===== src/rtl/cpu_axi_arbiter.sv =====
// Two-master AXI3 arbiter: s0 = ifetch, s1 = data; whole-burst read and write grants.
// Define CPU_ARB_RR_EN for round-robin; otherwise s1 wins ties.
module cpu_axi_arbiter #(
  parameter int ID_W   = 4,
  parameter int ADDR_W = 32,
  parameter int DATA_W = 32,
  localparam int STRB_W = DATA_W / 8
) (
  input  logic              aclk,
  input  logic              areset,
  input  logic [ID_W-1:0]   s0_arid,
  input  logic [ADDR_W-1:0] s0_araddr,
  input  logic [3:0]        s0_arlen,
  input  logic [2:0]        s0_arsize,
  input  logic [1:0]        s0_arburst,
  input  logic [1:0]        s0_arlock,
  input  logic [3:0]        s0_arcache,
  input  logic [2:0]        s0_arprot,
  input  logic              s0_arvalid,
  output logic              s0_arready,
  output logic [ID_W-1:0]   s0_rid,
  output logic [DATA_W-1:0] s0_rdata,
  output logic [1:0]        s0_rresp,
  output logic              s0_rlast,
  output logic              s0_rvalid,
  input  logic              s0_rready,
  input  logic [ID_W-1:0]   s0_awid,
  input  logic [ADDR_W-1:0] s0_awaddr,
  input  logic [3:0]        s0_awlen,
  input  logic [2:0]        s0_awsize,
  input  logic [1:0]        s0_awburst,
  input  logic [1:0]        s0_awlock,
  input  logic [3:0]        s0_awcache,
  input  logic [2:0]        s0_awprot,
  input  logic              s0_awvalid,
  output logic              s0_awready,
  input  logic [DATA_W-1:0] s0_wdata,
  input  logic [STRB_W-1:0] s0_wstrb,
  input  logic              s0_wlast,
  input  logic              s0_wvalid,
  output logic              s0_wready,
  output logic [ID_W-1:0]   s0_bid,
  output logic [1:0]        s0_bresp,
  output logic              s0_bvalid,
  input  logic              s0_bready,
  input  logic [ID_W-1:0]   s1_arid,
  input  logic [ADDR_W-1:0] s1_araddr,
  input  logic [3:0]        s1_arlen,
  input  logic [2:0]        s1_arsize,
  input  logic [1:0]        s1_arburst,
  input  logic [1:0]        s1_arlock,
  input  logic [3:0]        s1_arcache,
  input  logic [2:0]        s1_arprot,
  input  logic              s1_arvalid,
  output logic              s1_arready,
  output logic [ID_W-1:0]   s1_rid,
  output logic [DATA_W-1:0] s1_rdata,
  output logic [1:0]        s1_rresp,
  output logic              s1_rlast,
  output logic              s1_rvalid,
  input  logic              s1_rready,
  input  logic [ID_W-1:0]   s1_awid,
  input  logic [ADDR_W-1:0] s1_awaddr,
  input  logic [3:0]        s1_awlen,
  input  logic [2:0]        s1_awsize,
  input  logic [1:0]        s1_awburst,
  input  logic [1:0]        s1_awlock,
  input  logic [3:0]        s1_awcache,
  input  logic [2:0]        s1_awprot,
  input  logic              s1_awvalid,
  output logic              s1_awready,
  input  logic [DATA_W-1:0] s1_wdata,
  input  logic [STRB_W-1:0] s1_wstrb,
  input  logic              s1_wlast,
  input  logic              s1_wvalid,
  output logic              s1_wready,
  output logic [ID_W-1:0]   s1_bid,
  output logic [1:0]        s1_bresp,
  output logic              s1_bvalid,
  input  logic              s1_bready,
  output logic [ID_W-1:0]   m_arid,
  output logic [ADDR_W-1:0] m_araddr,
  output logic [3:0]        m_arlen,
  output logic [2:0]        m_arsize,
  output logic [1:0]        m_arburst,
  output logic [1:0]        m_arlock,
  output logic [3:0]        m_arcache,
  output logic [2:0]        m_arprot,
  output logic              m_arvalid,
  input  logic              m_arready,
  input  logic [ID_W-1:0]   m_rid,
  input  logic [DATA_W-1:0] m_rdata,
  input  logic [1:0]        m_rresp,
  input  logic              m_rlast,
  input  logic              m_rvalid,
  output logic              m_rready,
  output logic [ID_W-1:0]   m_awid,
  output logic [ADDR_W-1:0] m_awaddr,
  output logic [3:0]        m_awlen,
  output logic [2:0]        m_awsize,
  output logic [1:0]        m_awburst,
  output logic [1:0]        m_awlock,
  output logic [3:0]        m_awcache,
  output logic [2:0]        m_awprot,
  output logic              m_awvalid,
  input  logic              m_awready,
  output logic [DATA_W-1:0] m_wdata,
  output logic [STRB_W-1:0] m_wstrb,
  output logic              m_wlast,
  output logic              m_wvalid,
  input  logic              m_wready,
  input  logic [ID_W-1:0]   m_bid,
  input  logic [1:0]        m_bresp,
  input  logic              m_bvalid,
  output logic              m_bready
);

  typedef enum logic [1:0] {R_IDLE, R_ADDR, R_DATA} r_state_t;
  typedef enum logic [1:0] {W_IDLE, W_ADDR, W_RESP} w_state_t;

  r_state_t r_state;
  w_state_t w_state;
  logic     r_gnt;
  logic     w_gnt;
  logic     r_pick;
  logic     w_pick;
  logic     aw_done;
  logic     w_done;
  logic     r_end;
  logic     aw_hs;
  logic     w_end;
  logic     b_hs;
  logic     w_fwd;

`ifdef CPU_ARB_RR_EN
  logic r_ptr;
  logic w_ptr;

  always_comb begin
    r_pick = (s0_arvalid && s1_arvalid) ? r_ptr : s1_arvalid;
    w_pick = (s0_awvalid && s1_awvalid) ? w_ptr : s1_awvalid;
  end
`else
  always_comb begin
    r_pick = s1_arvalid;
    w_pick = s1_awvalid;
  end
`endif

  assign r_end = m_rvalid && m_rready && m_rlast;
  assign aw_hs = m_awvalid && m_awready;
  assign w_end = m_wvalid && m_wready && m_wlast;
  assign b_hs  = m_bvalid && m_bready;

  always_ff @(posedge aclk or posedge areset) begin
    if (areset) begin
      r_state   <= R_IDLE;
      r_gnt     <= 1'b0;
      m_arvalid <= 1'b0;
      m_arid    <= '0;
      m_araddr  <= '0;
      m_arlen   <= '0;
      m_arsize  <= '0;
      m_arburst <= '0;
      m_arlock  <= '0;
      m_arcache <= '0;
      m_arprot  <= '0;
`ifdef CPU_ARB_RR_EN
      r_ptr     <= 1'b0;
`endif
    end else begin
      unique case (r_state)
        R_IDLE: if (s0_arvalid || s1_arvalid) begin
          r_gnt     <= r_pick;
          m_arvalid <= 1'b1;
          m_arid    <= r_pick ? s1_arid    : s0_arid;
          m_araddr  <= r_pick ? s1_araddr  : s0_araddr;
          m_arlen   <= r_pick ? s1_arlen   : s0_arlen;
          m_arsize  <= r_pick ? s1_arsize  : s0_arsize;
          m_arburst <= r_pick ? s1_arburst : s0_arburst;
          m_arlock  <= r_pick ? s1_arlock  : s0_arlock;
          m_arcache <= r_pick ? s1_arcache : s0_arcache;
          m_arprot  <= r_pick ? s1_arprot  : s0_arprot;
          r_state   <= R_ADDR;
        end
        R_ADDR: if (m_arready) begin
          m_arvalid <= 1'b0;
          r_state   <= R_DATA;
        end
        R_DATA: if (r_end) begin
`ifdef CPU_ARB_RR_EN
          r_ptr   <= ~r_gnt;
`endif
          r_state <= R_IDLE;
        end
        default: r_state <= R_IDLE;
      endcase
    end
  end

  // AW and W may complete in either order; W_RESP needs both.
  always_ff @(posedge aclk or posedge areset) begin
    if (areset) begin
      w_state   <= W_IDLE;
      w_gnt     <= 1'b0;
      aw_done   <= 1'b0;
      w_done    <= 1'b0;
      m_awvalid <= 1'b0;
      m_awid    <= '0;
      m_awaddr  <= '0;
      m_awlen   <= '0;
      m_awsize  <= '0;
      m_awburst <= '0;
      m_awlock  <= '0;
      m_awcache <= '0;
      m_awprot  <= '0;
`ifdef CPU_ARB_RR_EN
      w_ptr     <= 1'b0;
`endif
    end else begin
      unique case (w_state)
        W_IDLE: if (s0_awvalid || s1_awvalid) begin
          w_gnt     <= w_pick;
          aw_done   <= 1'b0;
          w_done    <= 1'b0;
          m_awvalid <= 1'b1;
          m_awid    <= w_pick ? s1_awid    : s0_awid;
          m_awaddr  <= w_pick ? s1_awaddr  : s0_awaddr;
          m_awlen   <= w_pick ? s1_awlen   : s0_awlen;
          m_awsize  <= w_pick ? s1_awsize  : s0_awsize;
          m_awburst <= w_pick ? s1_awburst : s0_awburst;
          m_awlock  <= w_pick ? s1_awlock  : s0_awlock;
          m_awcache <= w_pick ? s1_awcache : s0_awcache;
          m_awprot  <= w_pick ? s1_awprot  : s0_awprot;
          w_state   <= W_ADDR;
        end
        W_ADDR: begin
          if (aw_hs) begin
            m_awvalid <= 1'b0;
            aw_done   <= 1'b1;
          end
          if (w_end) w_done <= 1'b1;
          if ((aw_done || aw_hs) && (w_done || w_end))
            w_state <= W_RESP;
        end
        W_RESP: if (b_hs) begin
`ifdef CPU_ARB_RR_EN
          w_ptr   <= ~w_gnt;
`endif
          aw_done <= 1'b0;
          w_done  <= 1'b0;
          w_state <= W_IDLE;
        end
        default: w_state <= W_IDLE;
      endcase
    end
  end

  assign s0_arready = (r_state == R_ADDR) && !r_gnt && m_arready;
  assign s1_arready = (r_state == R_ADDR) &&  r_gnt && m_arready;

  assign s0_rvalid = (r_state == R_DATA) && !r_gnt && m_rvalid;
  assign s1_rvalid = (r_state == R_DATA) &&  r_gnt && m_rvalid;
  assign m_rready  = (r_state == R_DATA) && (r_gnt ? s1_rready : s0_rready);
  assign s0_rid    = m_rid;
  assign s0_rdata  = m_rdata;
  assign s0_rresp  = m_rresp;
  assign s0_rlast  = m_rlast;
  assign s1_rid    = m_rid;
  assign s1_rdata  = m_rdata;
  assign s1_rresp  = m_rresp;
  assign s1_rlast  = m_rlast;

  assign s0_awready = m_awvalid && !w_gnt && m_awready;
  assign s1_awready = m_awvalid &&  w_gnt && m_awready;

  assign w_fwd     = (w_state == W_ADDR) && !w_done;
  assign m_wvalid  = w_fwd && (w_gnt ? s1_wvalid : s0_wvalid);
  assign m_wdata   = w_gnt ? s1_wdata : s0_wdata;
  assign m_wstrb   = w_gnt ? s1_wstrb : s0_wstrb;
  assign m_wlast   = w_gnt ? s1_wlast : s0_wlast;
  assign s0_wready = w_fwd && !w_gnt && m_wready;
  assign s1_wready = w_fwd &&  w_gnt && m_wready;

  assign s0_bvalid = (w_state == W_RESP) && !w_gnt && m_bvalid;
  assign s1_bvalid = (w_state == W_RESP) &&  w_gnt && m_bvalid;
  assign m_bready  = (w_state == W_RESP) && (w_gnt ? s1_bready : s0_bready);
  assign s0_bid    = m_bid;
  assign s0_bresp  = m_bresp;
  assign s1_bid    = m_bid;
  assign s1_bresp  = m_bresp;

endmodule


===== config.mk =====
export PLATFORM = sky130hd
export DESIGN_NAME = cpu_axi_arbiter
export DESIGN_NICKNAME = d
export VERILOG_FILES = /design/src/rtl/cpu_axi_arbiter.sv
export SDC_FILE = /design/constraint.sdc
export NUM_CORES = 1
export LEC_CHECK = 0
export ABC_AREA = 1
export CAP_MARGIN = 20
export CORE_AREA = 5 5 234 236
export CTS_BUF_LIST = sky130_fd_sc_hd__clkbuf_2
export DETAILED_ROUTE_END_ITERATION = 7
export DIE_AREA = 0 0 239 241
export GPL_TIMING_DRIVEN = 0
export PLACE_DENSITY = 0.37
export SLEW_MARGIN = 20
export SYNTH_ARGS = -nofsm -noshare
export SYNTH_HDL_FRONTEND = slang
export SYNTH_SLANG_ARGS = --single-unit

===== constraint.sdc =====
create_clock -name aclk -period 10.05 [get_ports aclk]
set_input_delay 1.005 -clock aclk [delete_from_list [all_inputs] [get_ports aclk]]
set_output_delay 1.005 -clock aclk [all_outputs]
set_load 0.02 [all_outputs]

# Word-level counts from Yosys, hierarchy flattened
# Cells that the tools add are included.
[word_totals]
reg_bits = 118
inputBits = 352
output_inout_bits = 250
[op_classes]
eq_ne = 12
mux = 42
n_reduce_logical = 51
[op_table]
columns = ["operator", "count"]
rows = [
  ["32-bit 2-to-1 mux", 3],
  ["1-bit logical AND", 31],
  ["4-bit 2-to-1 mux", 7],
  ["2-bit 2-to-1 mux", 10],
  ["2-bit != test (second input constant)", 8],
  ["1-bit 2-to-1 mux", 12],
  ["3-bit 2-to-1 mux", 4],
  ["2-bit case mux with 3 select lines", 2],
  ["3-bit AND reduction", 4],
  ["4-bit AND reduction", 2],
  ["1-bit case mux with 3 select lines", 2],
  ["2-bit by 1-bit == test with 1-bit output (second input constant)", 2],
  ["2-bit == test (second input constant)", 2],
  ["2-bit zero test", 2],
  ["1-bit logical OR", 4],
  ["1-bit case mux with 2 select lines", 2],
  ["2-bit AND reduction", 2],
  ["2-bit nonzero test", 2],
  ["1-bit zero test", 3],
  ["3-bit nonzero test", 1],
]

# Logic depth before layout (Yosys ltp)
# Gate-level depths: netlist (run 1).
[depth]
depth_word = 9
mapped_depth = 9
mapped_depth_nobuf = 9

# Worst setup path after synthesis (run 1)
# Ideal clock, no wire load.
[synth_timing]
kind = "input -> output"
start = "input port m_bvalid"
end = "output port s0_bvalid"
t_arrival_ps = 1527
t_required_ps = 9045
setup_slack_ps = 7518
cell_stages = 2
n_path_buf = 0
cell_sequence = "inv_1 > nor3_1"
[synth_between]
elab_chain_len = 1
[synth_rtl]
columns = ["element", "line_no", "rtl"]
rows = [
  ["start, declared", "114", "input logic m_bvalid,"],
  ["1-bit logical AND", "285", "assign s0_bvalid = (w_state == W_RESP) && !w_gnt && m_bvalid;"],
  ["end, declared", "44", "output logic s0_bvalid,"],
]
# No other way between the ends.

# Worst setup path after layout (run 1)
[layout_timing]
start = "register w_gnt"
end = "output port m_wdata[10]"
[layout_between]
elab_chain_len = 1
[layout_rtl]
columns = ["element", "line_no", "rtl"]
rows = [
  ["start, declared", "124", "logic w_gnt;"],
  ["start signal, assigned", "223", "w_gnt <= w_pick;"],
  ["32-bit 2-to-1 mux", "279", "assign m_wdata = w_gnt ? s1_wdata : s0_wdata;"],
  ["end, declared", "107", "output logic [DATA_W-1:0] m_wdata,"],
]
# No other way between the ends.

==> results.ini, run 1 <==
[synth]
synthXorXnorAreaFrac = 0
yosysWarnings = 0
ys.flop_type = dfrtp_1
synth_top_family_by_area = simple AND/OR/NAND/NOR gates
synth_cell_type_count = 20
synth_common_cells = 359 x nand2_1, 118 x dfrtp_1, 105 x o21ai_0
synth_mux_area_frac = 0
synth_area_leaders = dfrtp_1 44%, nand2_1 20%, buf_4 11%, o21ai_0 7.8%, a31oi_1 5.0%
syn_nets = 1298
synth_compound_area_frac = 0.140
synth-simple-area-share = 0.243
syn_area_mm2 = 0.00677
yosysMostFrequentCell = nand2_1
synthCells = 946
synth_edf_count = 0
synth_top_area_frac = 0.436
synth_seq_cells = 118
synthArstFlopShare = 1.00
synthAdderAreaFrac = 0
synthesis.area_per_instance_um2 = 7.15
synth_largest_area_cell = dfrtp_1
synth_seq_area_share = 0.436

[power_and_ir_drop]
leakagePower_nw = 5.94
clkPwrFrac = 0.109
peakVddDrop_v = 0.0000723
p_sw_frac = 0.458
seq_power_share = 0.270
power.internal_mw = 1.71
combPwrFrac = 0.621
switchingPower_mw = 1.45
p_per_area_mw_per_mm2 = 234

[timing]
skew_ps = 40.9
whs_ps = 500
worstMarginPinSlew_ps = 739
rsz0062_at_grt = false
tns_ps = 0
min_period_ps = 4100
fmax_mhz = 244
timing.final.crit_share = 0.408
setup_viol = 0
final-max-slew-violation-count = 0
slew_headroom = 0.507
hold_violations = 0

[floorplan]
fp.dieW_um = 239
start_util = 0.130
ios = 602
rows = 84
die_area_mm2 = 0.0576
coreArea_mm2 = 0.0522
die-height_um = 241

[min_path]
hold_class = in2async

[global_route]
grt_pass1_wl_mm = 56.1
grt_start_max_net_pins = 69
antenna_found_initial = 4
grt_pass1_vias = 8406
grt.total_usage = 0.133
grt_overflow = 0

[critical_path]
arrival_ps = 3100
crit_required_ps = 9050
cp_max_fo = 10
start_kind = flip-flop
cp-end-kind = output pin
crit_type = reg2out

[clock_network]
clock-sinks = 118
cts_buffers = 17
cts_tree = built
clk_latency_ps = 920
path_clk_slew_ps = 170
h-tree-depth = 4
ctsRootBufferMaster = clkbuf_2
clockBufferDepth = 2
cts_post_setup_buffers_inserted = 0
cts_resized = 0
ctsHoldBuffers = 0

[cells_and_area]
nets = 1875
drive_above_1_share = 0.102
area_growth_pct = 99.1
n_fill_cell = 5779
fin_area_mm2 = 0.0135
seqCellArea_mm2 = 0.00295
multi_input_area_mm2 = 0.00259

[placed_design]
hpwl_mm = 33.4
routabilityCongestion = 0.780
portBuffers = 557
dpl-instance-area_mm2 = 0.0132

[outcome]
status = finished, final reports clean

[job]
maxCapViolations = 0

[routing]
routed_via_density = 3.62
first_pass_iters = 5
drtAntennaViolNets = 0
vias = 8057
drt_iter0_drc = 295
finalWirelength_mm = 40.0
wl_per_cell_um = 18.0
drc = 0

-- state kept, by name (all words and copies together), names as in the netlist, 3 cells and up --
register,count
m_araddr,32
m_arcache,4
m_arid,4
m_arlen,4
m_arprot,3
m_arsize,3
m_awaddr,32
m_awcache,4
m_awid,4
m_awlen,4
m_awprot,3
m_awsize,3
-- cell usage in the layout (no fill, tap or decap), drive strengths merged --
cell           instances
clkinvlp               2
diode                  4
nor3                   5
inv                   74
nand4                  1
clkbuf                42
nand2                359
o21bai                 1
o211ai                 1
buf                  123
o21ai                114
nor2                  67
clkdlybuf4s50        557
o31ai                  1
clkinv                 8
a21oi                  3
nand3                  2
bufinv                 3
dfrtp                118
a31oi                 54
-- power by group through the flow --
stage | combinational, mW | sequential [mW] | clock [mW]
final | 1.96 | 0.852 | 0.345
after global routing | 2.13 | 0.886 | 0.388
after CTS | 2.01 | 0.855 | 0.378
after detailed placement | 2.00 | 0.864 | 0
after global placement | 2.01 | 0.859 | 0
after floorplan | 0.662 | 1.12 | 0
-- kinds of logic after synthesis --
kind of cell / count (synthesis)
buffers and inverters: 220
DFF: 118
AOI/OAI and AO/OA: 174
and+or+nand+nor: 434
-- critical path, cell delays in order, from the launching register on --
cell and delay, ps:
dfrtp_1 390, buf_2 160, inv_2 110, clkbuf_1 510, nand2_1 300, nand2_1 130, clkdlybuf4s50_1 610
-- per-stage QoR --
step | utilization | power [mW] | setup WS, ps | cells
floorplan | - | 1.78 | 5920 | 946
global placement | 0.253 | 2.87 | 3290 | 2191
detailed placement | 0.253 | 2.87 | 6540 | 2192
CTS | 0.258 | 3.24 | 5670 | 2223
global route | 0.258 | 3.40 | 5570 | 2227
finish | 0.258 | 3.16 | 5950 | 2227
-- routing by layer --
metal  up-vias  global-route usage  part of all wire
met5         -                   0                 0
met4         0              0.0486             0.022
met3        42              0.0408             0.071
met2       275               0.221              0.50
met1      3690               0.163              0.41
li1       4050                   -                 -
-- path summary, 6_finish.rpt --
check                            from  cells after the start  slack [ps]           end
max                             w_gnt                      6        5950   m_wdata[10]
min                            areset                      2         500  m_awcache[0]
max reg2reg                r_state[1]                      5        8340   m_arlock[0]
min reg2reg                r_state[1]                      1         500    r_state[0]
max in group asynchronous      areset                      3        8840   m_awsize[0]
min in group aclk          r_state[1]                      1         500    r_state[0]
-- layout make-up --
cell class,instances,area share
antenna,4,0.000743
clock buffer,18,0.00668
timing repair buffer,558,0.416
sequential,118,0.219
clock inverter,13,0.0103
multi-input combinational,608,0.192
buffer,146,0.0702
tap,688,0.0639
inverter,74,0.0212
No activity file was read; power rests on OpenSTA's default activity.
==> run 2, diff against run 1 <==
PLACE_DENSITY = 0.39   (was 0.37)
clock period = 3.6 ns   (was 10.05 ns; I/O delays follow)
==> results.ini, run 2 (same netlist as run 1, synthesis figures left out) <==
[timing]
skew_ps = 24.0
timing.final.crit_share = 0.929
fmax_mhz = 299
final-max-slew-violation-count = 0
hold_violations = 0
worstMarginPinSlew_ps = 810
setup_viol = 0
min_period_ps = 3350
tns_ps = 0
slew_headroom = 0.460
whs_ps = 225

[critical_path]
timing.critical_path.from = w_gnt
critPathMostFrequentCell = nand2_1
r2r_cells = 8
arrival_ps = 2990
slowest_delay_ps = 620
r2r_slack_ps = 1410
start_kind = flip-flop
rr_endpoint = w_done
worstSetupEndpoint = m_wdata[26]
crit_required_ps = 3240
crit_type = reg2out
r2r-start = w_gnt
cp-end-kind = output pin
crit_chain = buf_2 -> inv_2 -> clkbuf_1 -> nand2_1 -> nand2_1 -> clkdlybuf4s50_1
cp_max_fo = 10
cp_slowest_cell = clkdlybuf4s50_1

[global_route]
grt_start_max_net_pins = 67
antenna_found_initial = 4
grt_overflow = 0
grt_pass1_wl_mm = 58.4
grt.total_usage = 0.135
grt_pass1_vias = 9408

[cells_and_area]
reg.largest.list = m_araddr: 32 flops, m_awaddr: 32 flops
final_common_cell = clkdlybuf4s50_1
area_growth_pct = 133
nets = 2104
n_fill_cell = 5686
fin_area_mm2 = 0.0157
most-common-layout-cells = 557 x clkdlybuf4s50_1, 359 x nand2_1, 229 x dlygate4sd3_1
drive_above_1_share = 0.0918

[placed_design]
hpwl_mm = 32.7
routabilityCongestion = 0.840
portBuffers = 557
dpl-instance-area_mm2 = 0.0132

[routing]
drtAntennaViolNets = 0
first_pass_iters = 5
wl_per_cell_um = 16.5
drc = 0
drt_iter0_drc = 299
finalWirelength_mm = 40.6
routed_via_density = 3.65
vias = 8991

[power_and_ir_drop]
clkPwrFrac = 0.089
power.internal_mw = 5.29
p_per_area_mw_per_mm2 = 601
p_sw_frac = 0.441
leakagePower_nw = 6.88
seq_power_share = 0.250
peakVddDrop_v = 0.000211
combPwrFrac = 0.661
switchingPower_mw = 4.17

[job]
maxCapViolations = 0

[outcome]
status = finished, final reports clean

[floorplan]
coreArea_mm2 = 0.0522
fp.dieW_um = 239
rows = 84
die-height_um = 241
die_area_mm2 = 0.0576
start_util = 0.130
ios = 602

[clock_network]
cts_post_setup_buffers_inserted = 0
clockBufferDepth = 2
path_clk_slew_ps = 190
clk_latency_ps = 970
ctsRootBufferMaster = clkbuf_2
clock-sinks = 118
h-tree-depth = 4
cts_buffers = 17
cts_tree = built

[min_path]
hold_class = in2reg
holdCritStartpoint = s0_wvalid

[run 2: cell count changes in the layout (fill, tap and decap cells not counted), moves of 2 or more]
cell / change
diode_2: +5
dlygate4sd3_1: +229
clkinv_2: +3
clkbuf_2: +3
clkinv_1: -4
bufinv_16: -2
[run 2: cell type report]
| class | count | area [µm²] | share of cell area |
|---|---|---|---|
| multi-input combinational | 608 | 2590 | 0.165 |
| buffer | 146 | 950 | 0.0603 |
| clock inverter | 11 | 86.3 | 0.00548 |
| inverter | 74 | 285 | 0.0181 |
| antenna | 9 | 22.5 | 0.00143 |
| sequential | 118 | 2950 | 0.188 |
| clock buffer | 20 | 100 | 0.00636 |
| timing repair buffer | 787 | 7900 | 0.501 |
| tap | 688 | 861 | 0.0547 |
[run 2: power groups by stage]
stage                     registers (mW)  logic (mW)  clock network [mW]
after floorplan                     3.12        1.85                   0
after global placement              2.39        5.58                   0
after detailed placement            2.39        5.58                   0
after CTS                           2.37        6.35               0.922
after global routing                2.46        6.76               0.972
final                               2.36        6.25               0.845
[run 2: per-layer routing]
metal	vias to the layer above	wire, µm	part of all wire	global-route usage
met4	0	793	0.020	0.0508
met1	4187	16700	0.41	0.164
met3	41	2700	0.067	0.0400
met2	255	20400	0.50	0.227
li1	4508	-	-	-
met5	-	0	0	0
[run 2: how the worst min path moves through the flow]
stage	to	slack [ps]	cells past startpoint
global route	aw_done	100	5
CTS	w_state[0]	20	6
global placement	m_arvalid	460	2
detailed placement	m_arvalid	460	2
floorplan	w_done	440	2
finish	w_state[0]	230	6
[run 2: worst max-delay path: cells and delay by family, from the launching register on]
family,cells,cell delay (ps)
flops,1,390
buf+inv,4,1440
simple gates,2,190
[run 2: per-stage QoR]
stage	setup WS [ps]	utilization	total power, mW	instances
after global placement	-2440	0.253	7.97	2191
after floorplan	111	-	4.96	946
after global routing	-65.0	0.301	10.2	2460
after CTS	62.6	0.301	9.64	2452
final	254	0.301	9.46	2461
after detailed placement	1050	0.253	7.97	2192
[run 2: repair_timing]
action | 4_1_cts | 5_1_grt
gates resized for setup | 2 | 0
hold buffers | 229 | 0
hold endpoints to repair | 168 | 0
setup endpoints to repair | 3 | 0
